### src/rtl/itch_message_framer.sv
// Walks the little-endian 2-byte length prefixes of a 64-bit ITCH word stream and reports each header.
// Results are registered one cycle after evaluation; inReady drops while a word still holds unprocessed headers.
module itch_message_framer #(
  parameter int unsigned MAX_LEN = 1024,
  parameter int unsigned CNT_W   = 32
) (
  input  logic             clk,
  input  logic             rst,
  input  logic             inValid,
  input  logic [63:0]      inData,
  output logic             inReady,
  output logic [63:0]      outData,
  output logic             msgStart,
  output logic [5:0]       msgOffset,
  output logic [15:0]      msgLength,
  output logic             msgSplit,
  output logic             lenError,
  output logic [CNT_W-1:0] msgCount
);

  typedef enum logic [1:0] {ST_HDR = 2'd0, ST_HDR1 = 2'd1, ST_SEEK = 2'd2} state_e;

  state_e           st_q, st_d;
  logic [3:0]       pos_q, pos_d;
  logic [15:0]      rem_q, rem_d;
  logic [7:0]       lo_q, lo_d;
  logic [63:0]      data_q;
  logic             start_q, split_q, err_q;
  logic [5:0]       off_q;
  logic [15:0]      len_q;
  logic [CNT_W-1:0] cnt_q;

  logic [2:0]  pos_lo, pos_hi;
  logic [7:0]  byte_lo, byte_hi;
  logic [15:0] hdr_len, avail;
  logic [3:0]  pos_p2;
  logic        len_bad;
  logic        rdy, pulse, split_d;
  logic [5:0]  off_d;

  assign pos_lo  = pos_q[2:0];
  assign pos_hi  = pos_q[2:0] + 3'd1;
  assign byte_lo = inData[{pos_lo, 3'b000} +: 8];
  assign byte_hi = inData[{pos_hi, 3'b000} +: 8];
  // A split header takes its low byte from the previous word.
  assign hdr_len = (st_q == ST_HDR1) ? {inData[7:0], lo_q} : {byte_hi, byte_lo};
  assign avail   = 16'd8 - {12'd0, pos_q};
  assign pos_p2  = pos_q + 4'd2;
  assign len_bad = (hdr_len == 16'd0) || (32'(hdr_len) > MAX_LEN);

  always_ff @(posedge clk) begin
    if (!rst) begin
      st_q    <= ST_HDR;
      pos_q   <= 4'd0;
      rem_q   <= 16'd0;
      lo_q    <= 8'd0;
      data_q  <= 64'd0;
      start_q <= 1'b0;
      off_q   <= 6'd0;
      len_q   <= 16'd0;
      split_q <= 1'b0;
      err_q   <= 1'b0;
      cnt_q   <= '0;
    end else if (inValid) begin
      st_q    <= st_d;
      pos_q   <= pos_d;
      rem_q   <= rem_d;
      lo_q    <= lo_d;
      data_q  <= inData;
      start_q <= pulse;
      err_q   <= pulse && len_bad;
      if (pulse) begin
        off_q   <= off_d;
        len_q   <= hdr_len;
        split_q <= split_d;
        cnt_q   <= cnt_q + CNT_W'(1);
      end
    end else begin
      start_q <= 1'b0;
      err_q   <= 1'b0;
    end
  end

  always_comb begin
    st_d  = st_q;
    pos_d = pos_q;
    rem_d = rem_q;
    lo_d  = lo_q;
    if (inValid) begin
      case (st_q)
        ST_HDR: begin
          if (pos_q == 4'd7) begin
            lo_d  = byte_lo;
            pos_d = 4'd0;
            st_d  = ST_HDR1;
          end else begin
            rem_d = hdr_len;
            pos_d = (pos_p2 == 4'd8) ? 4'd0 : pos_p2;
            st_d  = (hdr_len == 16'd0) ? ST_HDR : ST_SEEK;
          end
        end
        ST_HDR1: begin
          rem_d = hdr_len;
          pos_d = 4'd1;
          st_d  = (hdr_len == 16'd0) ? ST_HDR : ST_SEEK;
        end
        ST_SEEK: begin
          if (rem_q >= avail) begin
            rem_d = rem_q - avail;
            pos_d = 4'd0;
            st_d  = (rem_q == avail) ? ST_HDR : ST_SEEK;
          end else begin
            pos_d = pos_q + rem_q[3:0];
            rem_d = 16'd0;
            st_d  = ST_HDR;
          end
        end
        default: st_d = ST_HDR;
      endcase
    end
  end

  // Readiness depends only on state so the upstream can present data freely.
  always_comb begin
    rdy     = 1'b0;
    pulse   = 1'b0;
    off_d   = 6'd0;
    split_d = 1'b0;
    case (st_q)
      ST_HDR: begin
        rdy   = (pos_q == 4'd6) || (pos_q == 4'd7);
        pulse = (pos_q != 4'd7);
        off_d = {pos_lo, 3'b000};
      end
      ST_HDR1: begin
        pulse   = 1'b1;
        off_d   = 6'd56;
        split_d = 1'b1;
      end
      ST_SEEK: rdy = (rem_q >= avail);
      default: rdy = 1'b0;
    endcase
  end

  assign inReady   = rst && rdy;
  assign outData   = data_q;
  assign msgStart  = start_q;
  assign msgOffset = off_q;
  assign msgLength = len_q;
  assign msgSplit  = split_q;
  assign lenError  = err_q;
  assign msgCount  = cnt_q;

endmodule
### config.mk
export PLATFORM = sky130hd
export DESIGN_NAME = itch_message_framer
export DESIGN_NICKNAME = d
export VERILOG_FILES = /design/src/rtl/itch_message_framer.sv
export SDC_FILE = /design/constraint.sdc
export NUM_CORES = 1
export LEC_CHECK = 0
export BUFFER_PORTS_ARGS = -buffer_cell sky130_fd_sc_hd__buf_2
export CAP_MARGIN = 10
export CORE_MARGIN = 2
export CORE_UTILIZATION = 46
export DETAILED_ROUTE_END_ITERATION = 16
export PLACE_DENSITY_LB_ADDON = 0.15
export SYNTH_ARGS = -nofsm -noshare
export SYNTH_HDL_FRONTEND = slang
export SYNTH_SLANG_ARGS = --single-unit
### constraint.sdc
create_clock -name clk -period 5.6 [get_ports clk]
set_input_delay 1.12 -clock clk [delete_from_list [all_inputs] [get_ports clk]]
set_output_delay 1.12 -clock clk [all_outputs]
set_load 0.05 [all_outputs]
After elaboration in Yosys (flattened, before gate mapping) --
Cells that the tools add are included.
Word-level totals: input port bits 67, output and inout bits 122, logic and storage cells 58, register bits 151
Operators by class: multiplexer cells 17, reduce and logical (&&, ||, !) cells 12, add/sub/neg operators 6, equal/unequal tests 8, $lt $le $gt $ge 2, shift operators 2
Operators by type and width (number):
- 64-bit by 7-bit indexed part select with 8-bit output | 2
- 16-bit 2-to-1 mux | 3
- 16-bit one-hot mux with 3 select lines | 1
- 32-bit by 1-bit adder with 32-bit output (second input constant) | 1
- 16-bit == test | 1
- 16-bit >= comparator | 1
- 16-bit by 11-bit greater-than comparator with 1-bit output (second input constant) | 1
- 16-bit logical NOT | 1
- 16-bit subtractor | 1
- 4-bit 2-to-1 mux | 3
- 4-bit one-hot mux with 3 select lines | 1
- 6-bit one-hot mux with 2 select lines | 1
- 4-bit by 3-bit == test with 1-bit output (second input constant) | 2
- 2-bit 2-to-1 mux | 4
- 2-bit one-hot mux with 3 select lines | 1
- 2-bit AND reduction | 3
- 3-bit AND reduction | 2
- 4-bit by 4-bit subtractor with 5-bit output (first input constant) | 1
- 4-bit by 2-bit adder with 4-bit output (second input constant) | 1
- 4-bit adder | 1
- 4-bit == test (second input constant) | 1
- 4-bit by 3-bit != test with 1-bit output (second input constant) | 1
- 1-bit one-hot mux with 2 select lines | 2
- 3-bit by 1-bit adder with 3-bit output (second input constant) | 1
- 8 further kinds | 10

Logic depth before layout (Yosys ltp) --
Gate-level depths: netlist (run 1).
depth after elaboration 7, depth in mapped cells 17, depth with buffers taken out 12

Worst setup path before layout (run 1) --
No wires, ideal clock.
path kind register to output, start register pos_q[0], end output port inReady, path slack 0.429 ns, stages on the path, launching flop included 16, arrival 4.051 ns, data required time 4.480 ns, path buffers 3, path through dfxtp_1 -> buf_2 -> buf_4 -> inv_2 -> ha_1 -> inv_1 -> o21ai_0 -> ha_1 -> a21o_1 -> a22o_1 -> or3_1 -> o21ai_2 -> o31ai_2 -> buf_2 -> nor2_1 -> nor2_1
Between the ends: cells in the longest elaborated chain, start to end 4, elaborated cells on any way between the ends 7, classes of those cells add/sub: 1; order compare: 1; eq/ne: 2; mux: 1; reduce/logical: 2
RTL lines:
- from (decl) | RTL line 24 | logic [3:0] pos_q, pos_d;
- from (signal assigned) | RTL line 66 | pos_q <= pos_d;
- 4-bit by 4-bit subtractor with 5-bit output or 4-bit by 3-bit == test with 1-bit output (tied branches) | RTL line 47, 131
- 16-bit >= comparator or 1-bit logical OR (tied branches) | RTL line 140, 131
- 1-bit one-hot mux with 2 select lines (*) | RTL line 129 | case (st_q)
- 1-bit logical AND (*) | RTL line 145 | assign inReady = rst && rdy;
- to (decl) | RTL line 11 | output logic inReady,
Every way passes the cells marked *; elsewhere a longest branch is shown, timed or not.

Worst setup path after layout (run 1) --
Ends and elaborated chain as after synthesis.

==> results of run 1 <==
## logic make-up after synthesis
| group | count (synthesis) | synth area share, % |
|---|---|---|
| adder cells (fa/ha/maj) | 31 | 5.04 |
| flip-flops | 148 | 37.1 |
| multiplexers | 114 | 19.6 |
| other | 1 | 0.0469 |
| AND/OR/NAND/NOR | 289 | 16.6 |
| XOR/XNOR | 39 | 4.27 |
| buffers and inverters | 82 | 4.65 |
| AO/OA/AOI/OAI | 167 | 12.8 |
## per-stage QoR
step	utilization, %	instances
2_1_floorplan	-	873
3_3_place_gp	52.6	1235
3_5_place_dp	52.6	1235
4_1_cts	56.2	1267
5_1_grt	56.2	1267
6_report	56.2	1267
## area by class of cell
type	instances	area [sq um]	area share, %
clock buffers	20	447	4.64
clock inverters	12	168	1.74
inverters	24	92.6	0.962
repair buffers	195	1000	10.4
flip-flops and latches	148	2960	30.8
well taps	225	282	2.93
multi-input cells	643	4670	48.5
## worst paths after layout
kind	slack (ns)	cells after the start	end	startpoint
setup / recovery	1.06	14	inReady	pos_q[0]$_SDFFE_PN0P_
hold / removal	0.46	2	msgSplit$_SDFFE_PN0P_	msgSplit$_SDFFE_PN0P_
setup reg to reg	2.21	10	lenError$_SDFF_PN0_	pos_q[1]$_SDFFE_PN0P_
hold reg to reg	0.46	2	msgSplit$_SDFFE_PN0P_	msgSplit$_SDFFE_PN0P_
## power by group
| part | switching, mW | internal, mW | total (mW) |
|---|---|---|---|
| clock network | 0.488 | 0.723 | 1.21 |
| registers | 0.0338 | 1.11 | 1.15 |
| logic | 0.532 | 0.297 | 0.829 |
## sequential cells by signal, summed over array words and instances (netlist names)
name / flops
lenError: 1
lo_q: 8
msgCount: 32
msgLength: 16
msgOffset: 3
msgSplit: 1
msgStart: 1
outData: 64
pos_q: 4
rem_q: 16
st_q: 2
## cells in the final DEF, fill, tap and decap left out, types with 9 or more instances in the layout
master,count
mux2_2,9
dfxtp_1,148
nand4_1,17
mux2i_1,71
nor3_1,12
buf_4,11
o21ai_0,46
a21oi_1,58
nand2_1,29
nand3_1,11
clkbuf_16,17
inv_1,21
or3_1,13
mux4_2,28
xnor2_1,15
ha_1,29
nor2_1,166
buf_2,184
xor2_1,24
## per-layer routing
metal	routed length, microns	part of all wire (%)	track usage [%]
met1	10500	46	33.6
met2	10500	46	39.6
met3	1360	6.0	6.67
met4	294	1.3	6.25
met5	0	0	0
## worst max-delay path, stage by stage (launching register included)
cell,delay (ns)
dfxtp_1,0.32
inv_2,0.19
ha_1,0.24
inv_1,0.05
o21ai_0,0.16
buf_4,0.23
ha_1,0.30
a21o_1,0.21
a22o_1,0.21
or3_1,0.33
o21ai_2,0.25
o31ai_2,0.11
nor2_1,0.12
nor2_1,0.04
buf_2,0.23
==> impl_metrics.ini, run 1 <==
[outcome]
status = finished clean

[clock_network]
cts_tree = yes
htreeDepth = 4
clkLatencyLatePin_ns = 0.42
cts-root-buf = clkbuf_16
cts.clk_slew.worst_paths_ns = 0.06
post_cts_resized = 0
clk_path_buf_depth = 2
post_cts_buffers = 0
hold_buffers = 0
cts_inserted_buffers = 17
cts.sinks = 148

[pwr]
peakVddDrop_v = 0.000218
p_leak_nw = 4.27
power_mw = 3.19
power.density_nw_per_um2 = 331

[floorplanning]
die_area_sq_um = 18400
fp-row-count = 48
io_pins = 189
fp.dieH_microns = 136
core_area_sq_um = 17100
die_w_microns = 136
initial_utilization_pct = 46.7

[logic_synthesis]
yosys_register_bits = 148
yosysMostFrequentCell = nor2_1
synth_top_area_share_pct = 37.1
yosys-top-cells-area = dfxtp_1 (37%), mux2i_1 (8.9%), mux4_2 (7.9%)
ys_seq_area_share_pct = 37.1
ys.flop_type = dfxtp_1
synth.largest_area_cell = dfxtp_1
syn_area_sq_um = 7990
syn_inst = 871
synth.avg_cell_area_sq_um = 9.18
synth.distinct_cells = 66
yosysWarningCount = 0
synth-edff-count = 0
synthArstFlopShare_pct = 0
synth_common_cells = nor2_1 (166), dfxtp_1 (148), mux2i_1 (71)

[sta]
tightest_slew_ns = 1.18
fin_crit_sh_pct = 81.1
rsz0062_at_grt = false
setup_slack_ns = 1.06
hold_viol = 0
setup-violations-final = 0
slew_headroom_pct = 21.3
period_needed_ns = 4.54
skew_ns = 0.00588
fmax_mhz = 220
drv_slew = 0
worst_hold_slack_ns = 0.457
finalSetupTns_ns = 0

[finish]
area_delta_synth_final_pct = 20.4
fillers = 1585
drive_gt1_share_pct = 26.3
fin_area_sq_um = 9620
diodes = 0
nNetsFinal = 1127

[global_routing]
grt_pass1_wl_mm = 36.0
grt_use_total_pct = 24.8
grt_pass1_vias = 6673
grt_overflow = 0
antenna_found_initial = 0
grt_start_max_net_pins = 72

[worst_setup_path]
crit_type = flip-flop to output pin
start_kind = flip-flop
cp_data_arrival_time_ns = 3.42
worstPathRequired_ns = 4.48
cp_max_fo = 12
setup.worst_path.end_class = output pin

[detailed_routing]
drt_wl_total_mm = 22.6
avgRoutedWirePerCell_microns = 17.8
postRouteAntennaNets = 0
drtPass1Iterations = 5
dr.first_iter.drc_count = 452
via_per_inst = 5.46
drc = 0
num_vias = 6912

[run]
maxCapViolCount = 0

[place]
hpwl_mm = 16.3
dp_slack_ns = 1.52
postPlaceCellArea_sq_um = 9010
portBuffers = 185
place_congestion = 0.854

[min_path]
worstHoldPathType = flip-flop to flip-flop
No activity file was read; power rests on OpenSTA's default activity.
==> inputs of run 2 (changes only) <==
==> constraint.sdc (replaced) <==
create_clock -name clk -period 4.2 [get_ports clk]
set_input_delay 0.84 -clock clk [delete_from_list [all_inputs] [get_ports clk]]
set_output_delay 0.84 -clock clk [all_outputs]
set_load 0.05 [all_outputs]
==> impl_metrics.ini, run 2 (synthesized netlist as in run 1, its figures left out) <==
[clock_network]
htreeDepth = 4
hold_buffers = 0
clk_path_buf_depth = 2
cts-root-buf = clkbuf_16
cts.sinks = 148
cts.clk_slew.worst_paths_ns = 0.06
cts_tree = yes
clkLatencyLatePin_ns = 0.43
cts_inserted_buffers = 17

[worst_setup_path]
r2r_slack_ns = 0.87
start_kind = flip-flop
r2r-start = pos_q[0]$_SDFFE_PN0P_
r2r-end = st_q[1]$_SDFFE_PN0P_
crit_type = flip-flop to output pin
worstPathRequired_ns = 3.36
cp_data_arrival_time_ns = 3.14
cp_max_fo = 12
setup.worst_path.end_class = output pin
ff2ff_path_depth = 9

[sta]
worst_hold_slack_ns = 0.454
fmax_mhz = 251
fin_crit_sh_pct = 94.8
drv_slew = 0
rsz0062_at_grt = false
slew_headroom_pct = 31.3
setup_slack_ns = 0.217
tightest_slew_ns = 1.03
period_needed_ns = 3.98
hold_viol = 0
setup-violations-final = 0
finalSetupTns_ns = 0
skew_ns = 0.00669

[detailed_routing]
drtPass1Iterations = 5
dr.first_iter.drc_count = 430
num_vias = 6989
met2_length_mm = 10.5
via_per_inst = 5.48
drc = 0
avgRoutedWirePerCell_microns = 17.7
postRouteAntennaNets = 0
met1Wirelength_mm = 10.0
drt_wl_total_mm = 22.5
met3_length_mm = 1.47
maxUsedRoutingLayer = met4

[finish]
nNetsFinal = 1135
final_common_cell = buf_2
layout_common_cells = buf_2 (184), nor2_1 (165), dfxtp_1 (148), mux2i_1 (71), a21oi_1 (58)
area_delta_synth_final_pct = 21.7
final_util_pct = 56.8
diodes = 0
fin_area_sq_um = 9730
largest_register_ffs = 64
drive_gt1_share_pct = 27.3

[global_routing]
antenna_found_initial = 0
grt_start_max_net_pins = 73
grt_pass1_wl_mm = 35.3
grt_pass1_vias = 6516
grt_overflow = 0
grt_use_total_pct = 24.8

[place]
place_congestion = 0.880
hpwl_mm = 16.7
postPlaceCellArea_sq_um = 9060
portBuffers = 185
dp_slack_ns = 0.420

[floorplanning]
die_area_sq_um = 18400
fp.dieH_microns = 136
core_area_sq_um = 17100
die_w_microns = 136
initial_utilization_pct = 46.7
io_pins = 189
fp-row-count = 48

[min_path]
hold_depth = 2
whs_endpoint = msgSplit$_SDFFE_PN0P_
hp-start = msgSplit$_SDFFE_PN0P_
worstHoldPathType = flip-flop to flip-flop

[outcome]
status = finished clean

[run]
maxCapViolCount = 0

[pwr]
p_leak_nw = 4.34
power.density_nw_per_um2 = 439
peakVddDrop_v = 0.000295
==> run 2: metrics by stage <==
stage,std cells,power (mW)
2_1_floorplan,873,2.39
3_3_place_gp,1241,2.67
3_5_place_dp,1241,2.67
4_1_cts,1273,4.29
5_1_grt,1275,4.46
6_report,1275,4.27
==> run 2: how the worst max path moves through the flow <==
stage,from,depth (start not counted),slack [ns],end
finish,pos_q[1]$_SDFFE_PN0P_,15,0.22,inReady
global route,pos_q[0]$_SDFFE_PN0P_,15,0.01,inReady
CTS,pos_q[1]$_SDFFE_PN0P_,13,0.13,inReady
detailed placement,pos_q[1]$_SDFFE_PN0P_,13,0.42,inReady
global placement,pos_q[1]$_SDFFE_PN0P_,13,0.47,inReady
floorplan,pos_q[0]$_SDFFE_PN0P_,17,0.003,inReady
==> run 2: metal layers <==
layer,up-vias,GRT usage [%]
met2,230,38.9
met1,3290,33.2
li1,3427,-
met5,-,0
met3,42,5.89
met4,0,9.20
==> run 2: cell type report <==
type	count	area, sq um
inverters	24	92.6
clock buffers	19	453
well taps	225	282
clock inverters	13	171
fillers	1587	7390
multi-input cells	643	4690
flip-flops and latches	148	2960
repair buffers	203	1080
==> run 2: worst max-delay path, stage by stage (launching register included) <==
cell	delay [ns]
dfxtp_1	0.33
inv_1	0.06
ha_1	0.21
inv_1	0.10
o21ai_4	0.07
buf_12	0.15
buf_4	0.13
ha_1	0.31
nand4_1	0.22
nor4_2	0.36
nand2_1	0.09
o21a_1	0.14
o31ai_2	0.07
nor2_1	0.12
nor2_4	0.09
buf_2	0.26
==> run 2: report_power, final <==
part           leakage, nW  internal [mW]  switching, mW  total (mW)
Clock                0.306          0.977          0.637        1.61
Combinational         2.82          0.406          0.719        1.13
Sequential            1.21           1.48         0.0447        1.53
Total                 4.34           2.87           1.40        4.27
==> run 2: timing repair <==
action | in CTS | in global routing
pin swaps | 0 | 1
setup endpoints to repair | 1 | 1
hold endpoints to repair | 0 | 0
setup buffers | 0 | 2
gates resized for setup | 1 | 1
